`src/rtl/sd_cmd_deserializer_if.sv`:
```
// Bus between the SD CMD line receiver and the host command logic.
// The host side (master) arms the receiver and drives the sampled CMD line;
// the receiver side (slave) returns the captured frame and its status flags.
interface sd_cmd_deserializer_if #(
    parameter int BITS = 48
);
    logic            enable;
    logic            in;
    logic [BITS-1:0] out;
    logic            complete;
    logic            timeout;
    logic            crc_err;
    logic            frame_err;

    modport master (
        output enable, in,
        input  out, complete, timeout, crc_err, frame_err
    );

    modport slave (
        input  enable, in,
        output out, complete, timeout, crc_err, frame_err
    );
endinterface

```
`src/rtl/sd_cmd_deserializer.sv`:
```
// SD CMD line receiver: waits for a response start bit, shifts in a BITS-wide
// frame (first wire bit -> out[0]), checks CRC7 and the end bit.
//
// Handshake: there is no valid/ready pair. The host raises enable to arm the
// receiver and keeps it high; the receiver then raises exactly one of complete
// or timeout and holds it (with out/crc_err/frame_err) until the host drops
// enable. Dropping enable for at least one edge returns to IDLE, clears the
// flags and is the only way to re-arm.
module sd_cmd_deserializer #(
    parameter int BITS         = 48,
    parameter int BITS_COUNTER = 8,
    parameter int TIMEOUT      = 64,
    parameter int TIMEOUT_BITS = 7
) (
    input  logic                 clk,
    input  logic                 reset,
    sd_cmd_deserializer_if.slave bus,
    output logic [1:0]           state_dbg
);
    typedef enum logic [1:0] {
        IDLE       = 2'd0,
        WAIT_START = 2'd1,
        RECEIVE    = 2'd2,
        DONE       = 2'd3
    } state_t;

    localparam logic [BITS_COUNTER-1:0] LAST_BIT = BITS_COUNTER'(BITS - 1);
    localparam logic [BITS_COUNTER-1:0] CRC_LAST = BITS_COUNTER'(BITS - 9);
    localparam logic [BITS_COUNTER-1:0] CRC_R2_FIRST = BITS_COUNTER'(8);
    localparam logic [TIMEOUT_BITS-1:0] TO_LAST  = TIMEOUT_BITS'(TIMEOUT - 1);

    state_t                  state, state_next;
    logic [BITS-1:0]         out_q;
    logic [BITS_COUNTER-1:0] count;
    logic [TIMEOUT_BITS-1:0] tcount;
    logic [6:0]              crc;
    logic [6:0]              rx_crc;
    logic                    complete_q, timeout_q, crc_err_q, frame_err_q;
    logic                    crc_feed;
    logic                    do_arm, do_start, do_wait, do_shift, do_drop;

    // One step of CRC7 (x^7 + x^3 + 1), MSB first.
    function automatic logic [6:0] crc7_step(input logic [6:0] c, input logic b);
        logic fb;
        fb = b ^ c[6];
        return {c[5:3], c[2] ^ fb, c[1:0], fb};
    endfunction

    // Long (R2) responses exclude start, direction and reserved bits from the CRC.
    generate
        if (BITS > 48) begin : g_crc_long
            assign crc_feed = (count >= CRC_R2_FIRST) && (count <= CRC_LAST);
        end else begin : g_crc_short
            assign crc_feed = (count <= CRC_LAST);
        end
    endgenerate

    // Received CRC field, first-arrived bit is the CRC MSB.
    always_comb begin
        rx_crc = '0;
        for (int k = 0; k < 7; k++) begin
            rx_crc[6-k] = out_q[BITS-8+k];
        end
    end

    // State register.
    always_ff @(posedge clk or posedge reset) begin
        if (reset) state <= IDLE;
        else       state <= state_next;
    end

    // Next-state logic; enable low wins from every state.
    always_comb begin
        state_next = state;
        if (!bus.enable) begin
            state_next = IDLE;
        end else begin
            case (state)
                IDLE:       state_next = WAIT_START;
                WAIT_START: if (!bus.in)              state_next = RECEIVE;
                            else if (tcount == TO_LAST) state_next = DONE;
                RECEIVE:    if (count == LAST_BIT)    state_next = DONE;
                default:    state_next = DONE;
            endcase
        end
    end

    // Control strobes decoded from state and inputs.
    always_comb begin
        do_drop  = !bus.enable;
        do_arm   = bus.enable && (state == IDLE);
        do_start = bus.enable && (state == WAIT_START) && !bus.in;
        do_wait  = bus.enable && (state == WAIT_START) && bus.in;
        do_shift = bus.enable && (state == RECEIVE);
    end

    // Datapath: frame shift register, counters, CRC and status flags.
    always_ff @(posedge clk or posedge reset) begin
        if (reset) begin
            out_q       <= '0;
            count       <= '0;
            tcount      <= '0;
            crc         <= '0;
            complete_q  <= 1'b0;
            timeout_q   <= 1'b0;
            crc_err_q   <= 1'b0;
            frame_err_q <= 1'b0;
        end else if (do_drop) begin
            complete_q  <= 1'b0;
            timeout_q   <= 1'b0;
            crc_err_q   <= 1'b0;
            frame_err_q <= 1'b0;
        end else if (do_arm) begin
            out_q       <= '0;
            count       <= '0;
            tcount      <= '0;
            crc         <= '0;
            complete_q  <= 1'b0;
            timeout_q   <= 1'b0;
            crc_err_q   <= 1'b0;
            frame_err_q <= 1'b0;
        end else if (do_start) begin
            // A zero start bit through a zero CRC leaves the CRC at zero.
            out_q[0] <= 1'b0;
            count    <= BITS_COUNTER'(1);
            crc      <= '0;
        end else if (do_wait) begin
            tcount <= tcount + 1'b1;
            if (tcount == TO_LAST) timeout_q <= 1'b1;
        end else if (do_shift) begin
            for (int i = 0; i < BITS; i++) begin
                if (count == BITS_COUNTER'(i)) out_q[i] <= bus.in;
            end
            count <= count + 1'b1;
            if (crc_feed) crc <= crc7_step(crc, bus.in);
            if (count == LAST_BIT) begin
                complete_q  <= 1'b1;
                crc_err_q   <= (crc != rx_crc);
                frame_err_q <= ~bus.in;
            end
        end
    end

    assign bus.out       = out_q;
    assign bus.complete  = complete_q;
    assign bus.timeout   = timeout_q;
    assign bus.crc_err   = crc_err_q;
    assign bus.frame_err = frame_err_q;
    assign state_dbg     = state;
endmodule

```
`src/flat_wrapper.sv`:
```
// flat-port wrapper written by rule: the top's interface ports become plain ports
module sd_cmd_deserializer_flat 
#(
    parameter int BITS         = 48,
    parameter int BITS_COUNTER = 8,
    parameter int TIMEOUT      = 64,
    parameter int TIMEOUT_BITS = 7
)
  (clk, reset, state_dbg, bus_enable, bus_in, bus_out, bus_complete, bus_timeout, bus_crc_err, bus_frame_err);
  sd_cmd_deserializer_if #(.BITS(BITS)) bus_i ();
  input  logic clk;
  input  logic reset;
  output logic [1:0] state_dbg;
  input wire logic [$bits(bus_i.enable)-1:0] bus_enable;
  input wire logic [$bits(bus_i.in)-1:0] bus_in;
  output wire logic [$bits(bus_i.out)-1:0] bus_out;
  output wire logic [$bits(bus_i.complete)-1:0] bus_complete;
  output wire logic [$bits(bus_i.timeout)-1:0] bus_timeout;
  output wire logic [$bits(bus_i.crc_err)-1:0] bus_crc_err;
  output wire logic [$bits(bus_i.frame_err)-1:0] bus_frame_err;
  assign bus_i.enable = bus_enable;
  assign bus_i.in = bus_in;
  assign bus_out = bus_i.out;
  assign bus_complete = bus_i.complete;
  assign bus_timeout = bus_i.timeout;
  assign bus_crc_err = bus_i.crc_err;
  assign bus_frame_err = bus_i.frame_err;
  sd_cmd_deserializer #(.BITS(BITS), .BITS_COUNTER(BITS_COUNTER), .TIMEOUT(TIMEOUT), .TIMEOUT_BITS(TIMEOUT_BITS)) u_core (.clk(clk), .reset(reset), .bus(bus_i), .state_dbg(state_dbg));
endmodule
```
`config.mk`:
```
export PLATFORM = sky130hd
export DESIGN_NAME = sd_cmd_deserializer_flat
export DESIGN_NICKNAME = d
export VERILOG_FILES = /design/src/rtl/sd_cmd_deserializer_if.sv /design/src/rtl/sd_cmd_deserializer.sv /design/src/flat_wrapper.sv
export SDC_FILE = /design/constraint.sdc
export NUM_CORES = 1
export LEC_CHECK = 0
export CORE_UTILIZATION = 40
export CTS_BUF_LIST = sky130_fd_sc_hd__clkbuf_4
export DETAILED_ROUTE_END_ITERATION = 16
export DONT_BUFFER_PORTS = 1
export PLACE_DENSITY = 0.61
export SLEW_MARGIN = 20
export SYNTH_ARGS = -nofsm -noshare
export SYNTH_HDL_FRONTEND = slang
export SYNTH_SLANG_ARGS = --single-unit
```
`constraint.sdc`:
```
create_clock -name clk -period 3.3 [get_ports clk]
set_input_delay 0.495 -clock clk [delete_from_list [all_inputs] [get_ports clk]]
set_output_delay 0.495 -clock clk [all_outputs]
set_load 0.005 [all_outputs]
```
## After elaboration in Yosys (flattened, before gate mapping)

Index checks and enable logic that the tools add are counted.

| operators by class | value |
|---|---|
| add/subtract/negate cells | 2 |
| multiply operators | 0 |
| div/mod/pow operators | 0 |
| $lt $le $gt $ge | 1 |
| equality and inequality tests | 62 |
| shift-type cells | 0 |
| multiplexer cells | 93 |
| bitwise logic cells | 3 |
| reduce and logical (&&, ||, !) cells | 114 |

Operators by type and width:

| cell | number |
|---|---|
| $reduce_and A5 Y1 | 47 |
| $mux W48 | 3 |
| $eq A8 B5 Y1 const B | 16 |
| $eq A8 B6 Y1 const B | 16 |
| $reduce_bool A2 Y1 | 49 |
| $mux W1 | 72 |
| $eq A8 B4 Y1 const B | 8 |
| $mux W7 | 8 |
| $mux W47 | 1 |
| $eq A8 B3 Y1 const B | 4 |
| $mux W8 | 4 |
| $eq A8 B2 Y1 const B | 2 |
| $ne A3 B1 Y1 const B | 5 |
| $reduce_and A4 Y1 | 3 |
| $ne A3 B2 Y1 const B | 3 |
| $reduce_and A3 Y1 | 3 |
| $reduce_bool A3 Y1 | 3 |
| $add A8 B1 Y8 const B | 1 |
| $eq A8 B1 Y1 const B | 1 |
| $le A8 B6 Y1 const B | 1 |
| $logic_not A8 Y1 | 1 |
| $mux W2 | 4 |
| $add A7 B1 Y7 const B | 1 |
| $eq A7 B6 Y1 const B | 1 |
| other kinds (12) | 18 |

| word-level totals | value |
|---|---|
| register bits after elaboration | 76 |
| bits in latches | 0 |
| RAM bits | 0 |
| ROM bits | 0 |
| input port bits | 4 |
| output and inout bits | 54 |
| logic and storage cells | 331 |
| memories | 0 |

## Depth between registers and ports, before layout

Gate-level depths: netlist (run 1).

| logic depth | value |
|---|---|
| word-level depth | 7 |
| mapped depth | 6 |
| mapped depth without buffers | 5 |

## Worst setup path after synthesis (run 1)

OpenSTA, ideal clock, no wires.

| timing | value |
|---|---|
| path kind | input -> register |
| start | input bus_in |
| end | register u_core.count[7] |
| setup time | 0.078 ns |
| arrival | 1.534 ns |
| data required time | 3.222 ns |
| slack | 1.689 ns |
| stages on the path | 4 |
| buffers on the path | 0 |
| cell sequence | o21ai_0 -> nand3_1 -> or4_1 -> a21oi_1 |

| on the way | value |
|---|---|
| longest elaborated chain between the ends | 4 |
| elaborated cells on any way between the ends | 8 |
| those cells by class | eq/ne: 1; mux: 2; reduce/logical: 5 |

Ends and longest elaborated chain:

| element | line | source |
|---|---|---|
| from (decl) | flat_wrapper.sv:15 | `input wire logic [$bits(bus_i.in)-1:0] bus_in;` |
| $logic_not A1 Y1 | - |  |
| $logic_and A1 B1 Y1 | sd_cmd_deserializer.sv:92 | `do_start = bus.enable && (state == WAIT_START) && !bus.in;` |
| $ne A3 B1 Y1 (no line), or another cell as far along | - |  |
| $reduce_and A3 Y1 (no line) / $mux W8 (equally long branches) | - |  |
| to (signal assigned) | sd_cmd_deserializer.sv:134 | `count <= count + 1'b1;` |
| to (decl) | sd_cmd_deserializer.sv:34 | `logic [BITS_COUNTER-1:0] count;` |

Parallel ways exist; a longest one is shown, timed or not.
A chain may end at the register's enable or synchronous reset.

## Final worst setup path (run 1)

| timing | value |
|---|---|
| start | register u_core.state[0], in the netlist u_core.state_dbg[0] |
| end | register u_core.crc[0] |

| on the way | value |
|---|---|
| longest elaborated chain between the ends | 5 |
| elaborated cells on any way between the ends | 14 |
| those cells by class | eq/ne: 3; mux: 2; reduce/logical: 9 |

Ends and longest elaborated chain:

| element | line | source |
|---|---|---|
| from (decl) | sd_cmd_deserializer.sv:32 | `state_t state, state_next;` |
| from (signal assigned) | sd_cmd_deserializer.sv:69 | `else state <= state_next;` |
| $eq A2 B1 Y1 | sd_cmd_deserializer.sv:92, sd_cmd_deserializer.sv:93 |  |
| $logic_and A1 B1 Y1 | sd_cmd_deserializer.sv:92, sd_cmd_deserializer.sv:93 |  |
| $logic_and A1 B1 Y1 (on tied branches) | sd_cmd_deserializer.sv:93, sd_cmd_deserializer.sv:92 |  |
| $ne A3 B1 Y1 (no line), or another cell as far along | - |  |
| $reduce_and A4 Y1 (no line) / $mux W7 (equally long branches) | - |  |
| to (signal assigned) | sd_cmd_deserializer.sv:135 | `if (crc_feed) crc <= crc7_step(crc, bus.in);` |
| to (decl) | sd_cmd_deserializer.sv:36 | `logic [6:0] crc;` |

Parallel ways exist; a longest one is shown, timed or not.

==> reports/results.ini, run 1 <==
[outcome]
outcome = completed

[setup_path]
criticalPathCategory = reg2reg
required_ns = 3.66
crit_buf_inv = 0
critPathSlowestCell = nor2b_1
crit_path_end_kind = register
crit_chain = nor2b_1 > nand2_1 > nor2_1 > a22o_1
cp_top_family = simple AND/OR/NAND/NOR gates
critPathMaxFanout = 14
startpoint_type = register
max_stage_delay_ns = 0.75
critPathArrivalTime_ns = 2.62

[route]
drtIter0Drc = 230
wl_per_cell_um = 17.3
drt_wl_total_mm = 8.46
drtAntennaViolNets = 0
first_pass_iters = 4
viasPerCell = 5.73
route.detailed.drc = 0
vias = 2807

[floorplan]
core_um2 = 9200
core.rowCount = 35
chipHeight_um = 99
ios = 58
die_area_um2 = 9800
initial_utilization_pct = 40.9
die_x_um = 99

[synth]
synth_edf_count = 0
avgSynthCellArea_um2 = 9.73
ys_types = 38
synth_flop_cell = dfrtp_1
synth_area_um2 = 3760
ys_ff_latch = 76
synth_nets = 396
yosysSeqAreaShare_pct = 50.5
synth_cells = 387
ys_warn_count = 0
async_flop_share_pct = 100

[timing]
fmax_ghz = 0.441
clock_skew_ns = 0.0232
slew_headroom_pct = 33.9
worst_pin_slew_ns = 0.988
min_period_ns = 2.27
rsz0062_at_grt = no
setup_viol = 0
tns_ns = 0
period_share_pct = 68.7
setup_ws_ns = 1.03
finalHoldViolations = 0
slew_violations = 0

[global_route]
grt_max_degree = 77
gr-usage-met3_pct = 4.75
use_met1_pct = 25.9
gr-total-overflow = 0
grt_pass1_vias = 2662
grt_pass1_wl_mm = 14.0
grt.total_usage_pct = 18.3
busiest_layer = met2
antenna_found_initial = 0
grtUsageMet2_pct = 26.8

[cells_and_area]
final_area_um2 = 3960
fin_nets = 384
antenna_cells = 0
layout-drive-gt1-share_pct = 7.39
syn_to_final_growth_pct = 5.32

[placement]
dp_slack_ns = 1.14
io_buffer_count = 0
hpwl_mm = 5.73
place_congestion = 0.882
post_dp_cell_area_um2 = 3830

[job]
drv_cap = 0

[power]
p_per_area_nw_per_um2 = 459
vdd_drop_max_mv = 0.198
p_leak_nw = 1.88
p_total_mw = 1.82

[clock_network]
cts_tree = yes
ctsLongestPathBuffers = 2
h-tree-depth = 3
ctsHoldBuffers = 0
cts.clk_slew.worst_paths_ns = 0.11
cts_buffers = 9
clkSinkCount = 76
clock-root-buffer = clkbuf_4
cts_setup_buffers = 0
cts-resized-gates = 0
clock_latency_ns = 0.43

[hold_path]
hold_class = in2reg

-- cell type report --
| type | instances | area [µm²] |
|---|---|---|
| repair buffers | 7 | 52.6 |
| clock inverters | 6 | 65.1 |
| fillers | 895 | 5230 |
| multi-input cells | 273 | 1710 |
| well taps | 111 | 139 |
| flip-flops and latches | 76 | 1900 |
| inverters | 8 | 30.0 |
| clock buffers | 9 | 67.6 |
-- report_power, final --
group	internal [mW]	switching, mW
Sequential	0.962	0.0467
Clock	0.228	0.331
Combinational	0.0669	0.186
-- per-stage QoR --
stage | instances | util (%) | hold WS, ns
2_1_floorplan | 387 | - | 0.492
3_3_place_gp | 475 | 41.7 | 0.520
3_5_place_dp | 475 | 41.7 | 0.521
4_1_cts | 490 | 43.1 | 0.156
5_1_grt | 490 | 43.1 | 0.168
6_report | 490 | 43.1 | 0.183
-- final timing paths --
| check | startpoint | endpoint | slack, ns | cells past startpoint |
|---|---|---|---|---|
| worst max register to register | u_core.state_dbg[0] | u_core.crc[0] | 1.03 | 4 |
| worst max-delay path | u_core.state_dbg[0] | u_core.crc[0] | 1.03 | 4 |
| worst min-delay path | bus_in | u_core.bus.frame_err | 0.18 | 1 |
| worst min register to register | u_core.bus.out[14] | u_core.bus.out[14] | 0.55 | 2 |
| max in group asynchronous | reset | u_core.tcount[6] | 2.44 | 2 |
| min in group asynchronous | reset | u_core.bus.out[31] | 0.22 | 2 |
-- kinds of logic (layout without fill, tap and decap cells) --
logic type | count (synthesis) | in the layout | share of synthesized area (%)
AND/OR/NAND/NOR | 166 | 166 | 22.5
multiplexers | 33 | 33 | 8.78
XOR/XNOR | 15 | 15 | 3.49
AO/OA/AOI/OAI | 54 | 54 | 8.74
adder cells (fa/ha/maj) | 5 | 5 | 1.66
flip-flops | 76 | 76 | 50.5
buffers and inverters | 38 | 30 | 4.26
-- layout by cell type, fill, tap and decap left out, types with 8 or more instances in the layout --
| cell type | n |
|---|---|
| nor2_1 | 19 |
| nand2_1 | 43 |
| o21ai_0 | 25 |
| mux2i_1 | 33 |
| a21oi_1 | 11 |
| nand3_1 | 43 |
| clkbuf_4 | 9 |
| xnor2_1 | 8 |
| dfrtp_1 | 76 |
| a22o_1 | 8 |
| nand4_1 | 24 |
-- synth_stat cells, types with 4 or more instances --
| cell | instances | area [µm²] |
|---|---|---|
| xor2_1 | 7 | 61.3 |
| xnor2_1 | 8 | 70.1 |
| nor2b_1 | 6 | 37.5 |
| o21ai_0 | 25 | 125 |
| a21oi_1 | 11 | 55.1 |
| a22o_1 | 8 | 70.1 |
| buf_2 | 11 | 55.1 |
| nand2_1 | 43 | 161 |
| nand4_1 | 24 | 150 |
| and3_1 | 5 | 31.3 |
| nor3_1 | 6 | 30.0 |
| clkbuf_1 | 16 | 60.1 |
| dfrtp_1 | 76 | 1900 |
| nand3_1 | 43 | 215 |
| ha_1 | 5 | 62.6 |
| inv_1 | 8 | 30.0 |
| nand2b_1 | 4 | 25.0 |
| nor2_1 | 19 | 71.3 |
| mux2i_1 | 33 | 330 |
-- sequential cells by signal (all words and copies together), names as in the netlist --
name / flops
u_core.bus.timeout: 1
u_core.crc: 7
u_core.bus.crc_err: 1
u_core.bus.out: 48
u_core.state_dbg: 2
u_core.bus.frame_err: 1
u_core.tcount: 7
u_core.bus.complete: 1
u_core.count: 8
-- layer usage --
layer,vias up,part of all wire [%]
met5,-,0
met4,0,1.6
met3,12,6.5
met1,1384,45
met2,62,47
li1,1349,-
No activity file was read; power rests on OpenSTA's default activity.
==> run 2: changes to the inputs <==
Settings changed: PLACE_DENSITY 0.61 to 0.63.
Clock period 3.3 ns to 1.94 ns, I/O delays scaled along.
==> reports/results.ini, run 2 (synthesized netlist as in run 1, its figures left out) <==
[clock_network]
cts_tree = yes
clock-root-buffer = clkbuf_4
h-tree-depth = 3  ; unchanged
clock_latency_ns = 0.44  ; about the same
ctsLongestPathBuffers = 2  ; unchanged
cts_buffers = 9  ; unchanged
clkSinkCount = 76  ; unchanged
cts.clk_slew.worst_paths_ns = 0.13  ; +0.02 ns

[cells_and_area]
syn_to_final_growth_pct = 11.8
layout-drive-gt1-share_pct = 11.5  ; +4.1 points
ff_latch_area_um2 = 1900  ; unchanged
antenna_cells = 0  ; unchanged
post-route-util_pct = 45.7  ; +2.6 points
largest_reg_flops = 48  ; unchanged
multi_input_area_um2 = 1710  ; unchanged
n_fill_cell = 895  ; unchanged
layout_commonest_cell = dfrtp_1
fin_cells = 511  ; +4.3%
fin_nets = 405  ; +5.5%
final_cell_mix = dfrtp_1, nand2_1, nand3_1

[timing]
slew_headroom_pct = 65.5  ; +32 points
finalHoldViolations = 0  ; unchanged
clock_skew_ns = 0.0197  ; -0.00347 ns
tns_ns = 0  ; unchanged
slew_violations = 0  ; unchanged
min_period_ns = 1.81  ; -0.461 ns
rsz0062_at_grt = no
period_share_pct = 93.1  ; +24 points
setup_viol = 0  ; unchanged
worst_pin_slew_ns = 0.518  ; -0.470 ns
fmax_ghz = 0.554  ; +26%

[power]
p_leak_nw = 2.01  ; +6.6%
p_per_area_nw_per_um2 = 816  ; +78%
netSwitchingPower_mw = 0.989  ; +75%
power_frac_comb_pct = 14.6  ; +0.7 points
seqPwrFrac_pct = 49.8  ; -5.6 points
vdd_drop_max_mv = 0.366  ; +85%
switching_share_pct = 28.8  ; -2.1 points
clkPwrFrac_pct = 35.6  ; +4.9 points
intPower_mw = 2.44  ; +94%

[global_route]
grt_pass1_wl_mm = 15.1  ; +7.8%
gr-total-overflow = 0  ; unchanged
grt.total_usage_pct = 19.8  ; +1.5 points
antenna_found_initial = 0  ; unchanged
grt_pass1_vias = 2854  ; +7.2%
grt_max_degree = 39  ; -49%

[floorplan]
die_x_um = 99  ; unchanged
die_area_um2 = 9800  ; unchanged
chipHeight_um = 99  ; unchanged
initial_utilization_pct = 40.9  ; unchanged
ios = 58  ; unchanged
core.rowCount = 35  ; unchanged
core_um2 = 9200  ; unchanged

[setup_path]
critPathMaxFanout = 15  ; +1
startpoint_type = register
crit_path_end_kind = register
criticalPathCategory = reg2reg
critPathArrivalTime_ns = 2.18  ; -0.44 ns
r2r_setup_slack_ns = 0.13  ; -0.90 ns
required_ns = 2.32  ; -1.34 ns

[placement]
io_buffer_count = 0  ; unchanged
place_congestion = 0.806  ; -8.6%
dp_cells = 493  ; +3.8%
hpwl_mm = 6.20  ; +8.2%

[route]
drtAntennaViolNets = 0  ; unchanged
vias = 2905  ; +3.5%
viasPerCell = 5.68  ; -0.76%
first_pass_iters = 4  ; unchanged
wl_per_cell_um = 17.8  ; +3.3%
drt_wl_total_mm = 9.11  ; +7.7%
route.detailed.drc = 0  ; unchanged
drtIter0Drc = 241  ; +4.8%

[hold_path]
hold_class = in2reg

[job]
drv_cap = 0  ; unchanged

[outcome]
outcome = completed

[run 2: cell types whose count changed in the layout (fill, tap and decap cells not counted)]
cell	previous run	this run
dlygate4sd3_1	0	3
inv_6	1	0
buf_12	0	2
clkinv_2	2	0
clkinvlp_4	1	3
bufinv_16	1	3
buf_4	7	23
inv_2	1	0
[run 2: what timing repair did]
action	CTS	global route
gates resized for setup	0	1
setup endpoints to repair	0	4
buffers inserted	0	0
hold buffers	3	0
hold endpoints to repair	27	0
[run 2: path summary, 6_finish.rpt]
kind	start	cells after the start	to
worst max-delay path	u_core.count[5]	4	u_core.bus.out[27]
worst min-delay path	bus_in	2	u_core.bus.out[44]
worst max register to register	u_core.count[5]	4	u_core.bus.out[27]
worst min register to register	u_core.bus.out[12]	2	u_core.bus.out[12]
max in group asynchronous	reset	3	u_core.crc[5]
min in group asynchronous	reset	2	u_core.bus.out[6]
[run 2: worst max-delay path, cell delays in order (launching register included)]
cell	delay, ns
dfrtp_1	0.48
or4b_4	0.59
nor2_4	0.28
and3_1	0.22
mux2i_1	0.17
[run 2: routing by layer]
layer / up-vias / global-route usage, % / routed length (µm)
met5: - / 0 / 0
li1: 1392 / - / -
met3: 14 / 5.18 / 479
met2: 67 / 30.6 / 4320
met1: 1432 / 26.7 / 4150
met4: 0 / 7.58 / 163
[run 2: final cells by class]
class                           instances  share of cell area (%)
Inverter                                8                   0.803
Clock buffer                            9                    1.61
Multi-Input combinational cell        273                    40.6
Sequential cell                        76                    45.2
Timing Repair Buffer                   28                    5.77
Clock inverter                          6                    2.71
Tap cell                              111                    3.30
[run 2: metrics by stage]
step / instance area [µm²] / total power [mW] / setup WS, ns / hold WS, ns
6_report: 4210 / 3.43 / 0.134 / 0.0297
5_1_grt: 4210 / 3.59 / 0.0433 / 0.00688
4_1_cts: 4200 / 3.47 / 0.162 / 0.00426
3_5_place_dp: 3990 / 2.23 / 0.170 / 0.210
3_3_place_gp: 3990 / 2.22 / 0.225 / 0.205
2_1_floorplan: 3770 / 2.05 / 0.335 / 0.492
[run 2: power groups by stage]
| stage | logic (mW) | clock network (mW) | registers [mW] |
|---|---|---|---|
| floorplan | 0.336 | 0 | 1.72 |
| global placement | 0.479 | 0 | 1.74 |
| global route | 0.567 | 1.31 | 1.72 |
| detailed placement | 0.490 | 0 | 1.74 |
| finish | 0.502 | 1.22 | 1.71 |
| CTS | 0.500 | 1.26 | 1.71 |
